--- config.mk ---
export PLATFORM = sky130hd
export DESIGN_NAME = sum_arbiter
export DESIGN_NICKNAME = d
export VERILOG_FILES = /design/src/rtl/sum_arbiter.sv
export SDC_FILE = /design/constraint.sdc
export NUM_CORES = 1
export LEC_CHECK = 0
export ABC_AREA = 0
export BUFFER_PORTS_ARGS = -buffer_cell sky130_fd_sc_hd__clkbuf_2
export CORE_UTILIZATION = 30
export CTS_CLUSTER_SIZE = 8
export DETAILED_ROUTE_END_ITERATION = 16
export PLACE_DENSITY = 0.75
export SYNTH_ARGS = -nofsm -noshare
export SYNTH_HDL_FRONTEND = slang
export SYNTH_SLANG_ARGS = --single-unit
--- constraint.sdc ---
create_clock -name clk -period 1.6 [get_ports clk]
set_clock_uncertainty 0.15 [all_clocks]
set_input_delay 0.16 -clock clk [delete_from_list [all_inputs] [get_ports clk]]
set_output_delay 0.16 -clock clk [all_outputs]
set_load 0.05 [all_outputs]
--- src/rtl/sum_arbiter.sv ---
// sum_arbiter: round-robin owner arbitration for one shared combinational adder.
// A requester keeps the adder for as long as it holds req. Its operands are
// steered onto the adder, the result is broadcast to everyone, and long holds
// are tracked by a saturating counter with a sticky overrun flag.
module sum_arbiter #(
    parameter int N_REQ    = 2,
    parameter int WIDTH    = 16,
    parameter int MAX_HOLD = 64
) (
    input  logic                   clk,
    input  logic                   rst,
    input  logic [N_REQ-1:0]       req,
    input  logic [N_REQ*WIDTH-1:0] op_a,
    input  logic [N_REQ*WIDTH-1:0] op_b,
    output logic [N_REQ-1:0]       gnt,
    output logic [WIDTH-1:0]       sum_in_a,
    output logic [WIDTH-1:0]       sum_in_b,
    input  logic [WIDTH-1:0]       sum_out,
    output logic [WIDTH-1:0]       res,
    output logic                   busy,
    output logic [7:0]             hold_cnt,
    output logic                   hold_err
);

    localparam int IDX_W = (N_REQ > 1) ? $clog2(N_REQ) : 1;

    typedef enum logic {
        IDLE = 1'b0,
        OWN  = 1'b1
    } state_t;

    state_t             state_q, state_d;
    logic [N_REQ-1:0]   gnt_q, gnt_d;
    logic [IDX_W-1:0]   owner_q, owner_d;
    logic [IDX_W-1:0]   rr_q, rr_d;
    logic [7:0]         hold_cnt_q, hold_cnt_d;
    logic               hold_err_q, hold_err_d;

    logic [IDX_W-1:0]   owner_next;
    logic [IDX_W-1:0]   search_start;
    logic [IDX_W-1:0]   win_idx;
    logic               win_found;
    logic [WIDTH-1:0]   mux_a, mux_b;

    // Successor of the current owner (wraps) and where the round-robin search begins.
    always_comb begin
        owner_next   = (owner_q == IDX_W'(N_REQ - 1)) ? '0 : owner_q + IDX_W'(1);
        search_start = (state_q == OWN) ? owner_next : rr_q;
    end

    // Find the first requester at or after search_start, wrapping modulo N_REQ.
    always_comb begin
        win_found = 1'b0;
        win_idx   = '0;
        for (int off = 0; off < N_REQ; off++) begin
            if (!win_found && req[(int'(search_start) + off) % N_REQ]) begin
                win_found = 1'b1;
                win_idx   = IDX_W'((int'(search_start) + off) % N_REQ);
            end
        end
    end

    // Next-state logic: grant from idle, hold while req stays up, hand over on release.
    always_comb begin
        // NOTE: every output of a combinational block gets a default first, so no path can infer a latch.
        state_d    = state_q;
        gnt_d      = gnt_q;
        owner_d    = owner_q;
        rr_d       = rr_q;
        hold_cnt_d = hold_cnt_q;
        hold_err_d = hold_err_q;
        case (state_q)
            IDLE: begin
                if (win_found) begin
                    state_d    = OWN;
                    owner_d    = win_idx;
                    gnt_d      = N_REQ'(1) << win_idx;
                    hold_cnt_d = 8'd0;
                end
            end
            OWN: begin
                if (req[owner_q]) begin
                    // Owner keeps the adder; the watchdog only reports, never preempts.
                    if (hold_cnt_q != 8'hFF) begin
                        hold_cnt_d = hold_cnt_q + 8'd1;
                    end
                    if (int'(hold_cnt_d) == MAX_HOLD + 1) begin
                        hold_err_d = 1'b1;
                    end
                end else begin
                    // Release: advance the pointer past the owner and hand over in the same edge.
                    rr_d       = owner_next;
                    hold_cnt_d = 8'd0;
                    if (win_found) begin
                        owner_d = win_idx;
                        gnt_d   = N_REQ'(1) << win_idx;
                    end else begin
                        state_d = IDLE;
                        gnt_d   = '0;
                    end
                end
            end
            default: begin
                state_d    = IDLE;
                gnt_d      = '0;
                hold_cnt_d = 8'd0;
            end
        endcase
    end

    // Arbiter state registers; reset drops any grant immediately.
    always_ff @(posedge clk or posedge rst) begin
        if (rst) begin
            state_q    <= IDLE;
            gnt_q      <= '0;
            owner_q    <= '0;
            rr_q       <= '0;
            hold_cnt_q <= 8'd0;
            hold_err_q <= 1'b0;
        end else begin
            // NOTE: sequential state uses non-blocking assignment so all flops update from pre-edge values.
            state_q    <= state_d;
            gnt_q      <= gnt_d;
            owner_q    <= owner_d;
            rr_q       <= rr_d;
            hold_cnt_q <= hold_cnt_d;
            hold_err_q <= hold_err_d;
        end
    end

    // Operand mux driven from the registered one-hot grant; zero when nobody owns the adder.
    always_comb begin
        mux_a = '0;
        mux_b = '0;
        for (int i = 0; i < N_REQ; i++) begin
            if (gnt_q[i]) begin
                mux_a = mux_a | op_a[i*WIDTH +: WIDTH];
                mux_b = mux_b | op_b[i*WIDTH +: WIDTH];
            end
        end
    end

    assign gnt      = gnt_q;
    assign sum_in_a = mux_a;
    assign sum_in_b = mux_b;
    assign res      = sum_out;
    assign busy     = |gnt_q;
    assign hold_cnt = hold_cnt_q;
    assign hold_err = hold_err_q;

endmodule

Word-level counts from Yosys, hierarchy flattened
Index checks and enable logic that the tools add are counted.

Latch bits: 0. Memory bits (writable): 0. Flip-flop bits (word level): 14. Output and inout bits: 60. Memory bits (read-only): 0. Logic and storage cells: 61. Bits of input ports: 84. Memories: 0.

Multipliers: 0. Shift-type cells: 1. Multiplexer cells: 33. Reduce and logical (&&, ||, !) cells: 6. Bitwise operators: 5. Add/sub/neg operators: 3. Magnitude comparators: 3. Divide/modulo/power cells: 0. Equality and inequality tests: 4.

Operator list (number): $mux 16 (4); $mux 8 (5); $or 16x16->16 (2); $mux 1 (17); $pmux 8 s2 (1); $add 8x1->8 const B (1); $eq 8x8->1 const B (1); $ne 8x8->1 const B (1); $mux 2 (3); $lt 1x2->1 const B (2); $ne 2x2->1 const B (2); $pmux 1 s2 (2); $pmux 2 s2 (1); $reduce_and 2->1 (2); $lt 2x3->1 const B (1); $reduce_and 3->1 (1); $add 1x1->1 const B (2); $not 1->1 (2); $reduce_or 2->1 (1); $shl 1x1->2 const A (1); $and 1x1->1 const A (1); $logic_and 1x1->1 (1); $logic_not 1->1 (1).

Logic depth before layout (Yosys ltp)
Word-level depth: 14. Mapped depth: 6. Depth with buffers taken out: 5.

Least setup slack after synthesis
Ideal clock, no wire load.

Kind: reg-to-reg. From: register hold_cnt_q[0], in the netlist hold_cnt[0]. To: register hold_cnt_q[0], in the netlist hold_cnt[0]. Required time: 1.332 ns. Path buffers: 0. Stages on the path, launching flop included: 6. Period minus slack after synthesis: 2.107 ns. Data arrival time: 1.838 ns. Setup slack: -0.507 ns. Setup time: 0.118 ns. Path through: dfrtp_1 -> ha_1 -> and4_1 -> nand4_1 -> nor3b_1 -> a21o_1.

Cells in the longest elaborated chain, start to end: 6. Elaborated cells on any way between the ends: 7. Classes of those cells: 1 x add/sub; 1 x eq/ne; 5 x mux.

Ends and longest elaborated chain: start, declared (RTL line 36) `logic [7:0] hold_cnt_q, hold_cnt_d;`; start signal, assigned (RTL line 126) `hold_cnt_q <= hold_cnt_d;`; $add 8x1->8 or $ne 8x8->1 (tied branches) (RTL line 85, 84); $mux 8 (*) (RTL line 84) `if (hold_cnt_q != 8'hFF) begin`; $mux 8 (*) (RTL line 82) `if (req[owner_q]) begin`; $mux 8 (*) (RTL line 72) `case (state_q)`; $mux 8 (*) (RTL line 82); $pmux 8 s2 (*) (RTL line 72).

Every way passes the cells marked *; elsewhere a longest branch is shown, timed or not. The select of a mux whose other input is x is not followed. A chain may end at the register's enable or synchronous reset.

Final worst setup path
From: register gnt_q[0], in the netlist gnt[0]. To: output port sum_in_a[7].

Cells in the longest elaborated chain, start to end: 3.

Ends and longest elaborated chain: start, declared (RTL line 33) `logic [N_REQ-1:0] gnt_q, gnt_d;`; start signal, assigned (RTL line 123) `gnt_q <= gnt_d;`; $mux 16 (*) (RTL line 136) `if (gnt_q[i]) begin`; $or 16x16->16 (RTL line 137) `mux_a = mux_a | op_a[i*WIDTH +: WIDTH];`; $mux 16 (*) (RTL line 136); end, declared (RTL line 16) `output logic [WIDTH-1:0] sum_in_a,`.

Every way passes the cells marked *; elsewhere a longest branch is shown, timed or not.

==> impl_table.tex <==
\begin{tabular}{lr}
\hline
Metric & Value \\
\hline
\multicolumn{2}{l}{\textbf{Clocking}} \\
Clock Tree Root & clkbuf\_8 \\
Clock sinks & 14 \\
CTS clock-pin slew for the worst setup and hold paths & 0.06 ns \\
Longest Clk Path Bufs & 2 \\
CTS buffer count & 3 \\
Clock tree from TritonCTS & yes \\
Max H-tree Level & 1 \\
Clock insertion delay at the later pin of the skew report & 0.25 ns \\
\multicolumn{2}{l}{\textbf{Finish}} \\
Non-filler cells, final & 300 \\
Fraction of final layout cells sized beyond drive strength 1 & 73.8\% \\
Antenna fix cells & 0 \\
Total number of nets in the final design & 338 \\
Commonest non-fill, non-tap cell in the layout & clkbuf\_2 \\
Commonest non-fill, non-tap cells in the layout & clkbuf\_2 (78), a22o\_4 (30), buf\_8 (28), buf\_4 (16), dfrtp\_2 (9) \\
Syn-to-layout area delta & 109\% \\
Design area & 0.00258 sq mm \\
Filler Cells Inserted & 274 \\
\multicolumn{2}{l}{\textbf{STA}} \\
Fmax & 601 MHz \\
Slew at the pin with the worst max-slew slack & 0.526 ns \\
Post-Route Setup TNS & -1.22 ns \\
Total of endpoints with negative setup slack in the final report & 31 \\
Worst slew margin relative to its limit & 64.9\% \\
Final clock period utilization by the worst path & 104\% \\
Pins over their slew limit & 0 \\
Count of final hold-check violations & 0 \\
Post-layout min period & 1.66 ns \\
Setup repair after global routing missed its margin & true \\
PnR worst setup slack & -0.0629 ns \\
\multicolumn{2}{l}{\textbf{Detailed routing}} \\
Per-cell routed wire length & 17.3 um \\
Iter 0 DRT Violations & 59 \\
First-pass detailed-route iteration total & 4 \\
Detailed-route wire length & 5.18 mm \\
Via density per instance & 5.40 \\
Count of antenna-violating nets left after detailed routing & 0 \\
Total DRC errors in the routed layout & 0 \\
Via count & 1,620 \\
\multicolumn{2}{l}{\textbf{Synth}} \\
Most frequently used flop master after synthesis & dfrtp\_1 \\
Synth unique cells & 36 \\
Post-Synthesis Cell Area & 0.00123 sq mm \\
Sequential share of the synthesized area & 28.4\% \\
Syn Inst Count & 143 \\
Flip-flop and latch count after synthesis & 14 \\
Cell type with the largest total area after synthesis & dfrtp\_1 \\
Leading cell types by total area after synthesis & dfrtp\_1 (28\%), a22o\_1 (24\%), buf\_4 (9.7\%) \\
Post-synth EDFFs & 0 \\
Post-synth top area share & 28.4\% \\
Post-synthesis async set-or-reset flop share & 100\% \\
Yosys warning total & 0 \\
Syn\_nets & 228 \\
Average instance area after synthesis & 8.62 sq um \\
\multicolumn{2}{l}{\textbf{Run status}} \\
Violated checks & negative setup slack \\
Outcome & complete, but fails checks \\
\multicolumn{2}{l}{\textbf{Worst setup path}} \\
Critical-path top delay cell & dfrtp\_2 \\
Startpoint of the worst-slack reg-to-reg timing path & hold\_cnt[1]\$\_DFFE\_PP0P\_ \\
Required time worst endpoint & 1.29 ns \\
Arrival time at the worst endpoint & 1.35 ns \\
Critical path launch point & gnt[0]\$\_DFFE\_PP0P\_ \\
Nature of the critical path endpoint & primary output \\
Setup CP Type & flop to primary output \\
Chain of cells forming the critical path & clkbuf\_16, a22o\_4, buf\_8 \\
CP startpoint kind & flop \\
Worst Path Max Fanout & 8 \\
Slowest stage delay, CP & 0.50 ns \\
\multicolumn{2}{l}{\textbf{Floorplan}} \\
Effective utilization at floorplan & 32.4\% \\
I/O pin total & 144 \\
Die Area & 0.00437 sq mm \\
Total core area & 0.00380 sq mm \\
Height of the die & 66.1 um \\
Std-Cell Rows & 22 \\
Chip Width & 66.1 um \\
\multicolumn{2}{l}{\textbf{Power}} \\
Peak supply drop & 0.405 mV \\
Power Dens Cells & 1120 mW/mm\^{}2 \\
Total leakage power & 1.33 nW \\
\multicolumn{2}{l}{\textbf{Hold path}} \\
Hold wc startpoint & req[0] \\
Class of the tightest hold or removal check & primary input to flop \\
\multicolumn{2}{l}{\textbf{Job}} \\
Max-cap violations & 0 \\
\multicolumn{2}{l}{\textbf{GRT}} \\
Grt total ovfl & 0 \\
Largest net degree at the start of global routing & 25 \\
Via count of the first global-routing pass & 1,569 \\
Overall global routing resource usage & 21.1\% \\
Initial antenna violation count & 0 \\
Wire length of the first global-routing pass & 7.03 mm \\
\multicolumn{2}{l}{\textbf{Placement}} \\
Worst slack at placement & -0.0132 ns \\
Cell area after placement & 0.00211 sq mm \\
Weighted congestion reported at the end of routability-driven placement & 0.855 \\
Post-placement cell count & 288 \\
Half-perimeter wire length after placement & 3.47 mm \\
Number of buffer cells added on primary ports & 111 \\
\hline
\end{tabular}
-- critical path, delay by kind of cell, from the launching register on --
kind / cells / cell delay (ns)
buffers and inverters: 2 / 0.35
AO/OA/AOI/OAI: 1 / 0.25
flip-flops: 1 / 0.50
-- timing repair --
item                       4_1_cts  5_1_grt
hold buffers                     1        0
gates cloned                     0        1
setup endpoints to repair       34       39
pin swaps                        2        0
setup buffers                    2        4
resized for setup               63       41
hold endpoints to repair        14        0
-- area by class of cell --
class	count	area [sq um]	share of cell area (%)
inverters	6	22.5	0.873
flip-flops and latches	14	362	14.0
well taps	48	60.1	2.33
repair buffers	133	1100	42.8
clock buffers	4	55.1	2.13
multi-input cells	95	976	37.8
-- where the power goes --
group | internal, W | total (W) | switching [W] | leakage, nW
registers | 0.000387 | 0.000432 | 0.0000456 | 0.168
logic | 0.000957 | 0.00210 | 0.00114 | 1.13
clock network | 0.000218 | 0.000354 | 0.000136 | 0.0288
total | 0.00156 | 0.00289 | 0.00132 | 1.33
-- synth_stat cells (2+ instances only) --
cell type	n
and3_1	2
o21ai_0	10
a21o_1	3
nor2_1	3
or2_2	2
buf_6	2
clkbuf_1	10
buf_4	16
nor3_1	3
a22o_1	34
a21oi_1	7
nand2_1	6
o211ai_1	2
nand3_1	3
dfrtp_1	14
inv_1	6
-- cell families after synthesis --
family	Yosys count	synth area share, %
flip-flops	14	28.4
multiplexers	1	0.914
AND/OR/NAND/NOR	25	10.8
buffers and inverters	34	16.4
adder cells (fa/ha/maj)	1	1.02
AO/OA/AOI/OAI	68	42.4
-- sequential cells by signal, indices dropped and copies added, names as in the netlist --
| signal | count |
|---|---|
| state_q | 1 |
| hold_cnt | 8 |
| owner_q | 1 |
| rr_q | 1 |
| hold_err | 1 |
| gnt | 2 |
-- layer usage --
metal  GRT usage (%)  vias up  share of wire [%]
met5               0        -                  0
met4            10.9        0                3.2
met3            3.10       17                7.5
met2            40.3       81                 55
met1            21.7      759                 34
li1                -      763                  -
-- metrics by stage --
step	hold slack (ns)	power, W	util (%)
6_report	0.0844	0.00289	67.9
5_1_grt	0.120	0.00298	67.9
4_1_cts	0.0904	0.00269	65.0
3_5_place_dp	0.0594	0.00207	55.6
3_3_place_gp	0.0479	0.00205	55.6
2_1_floorplan	-0.101	0.00179	-
-- final timing paths --
check	to	slack (ns)	cells past startpoint
worst max register to register	hold_cnt[0]$_DFFE_PP0P_	0.01	5
min in group asynchronous	hold_cnt[1]$_DFFE_PP0P_	0.33	3
worst min-delay path	owner_q$_DFFE_PP0P_	0.08	3
worst max-delay path	sum_in_a[7]	-0.06	3
max in group asynchronous	hold_cnt[3]$_DFFE_PP0P_	0.59	3
worst min register to register	hold_err$_DFFE_PP0P_	0.32	1
Note: power is estimated with default switching activity, not from simulation.
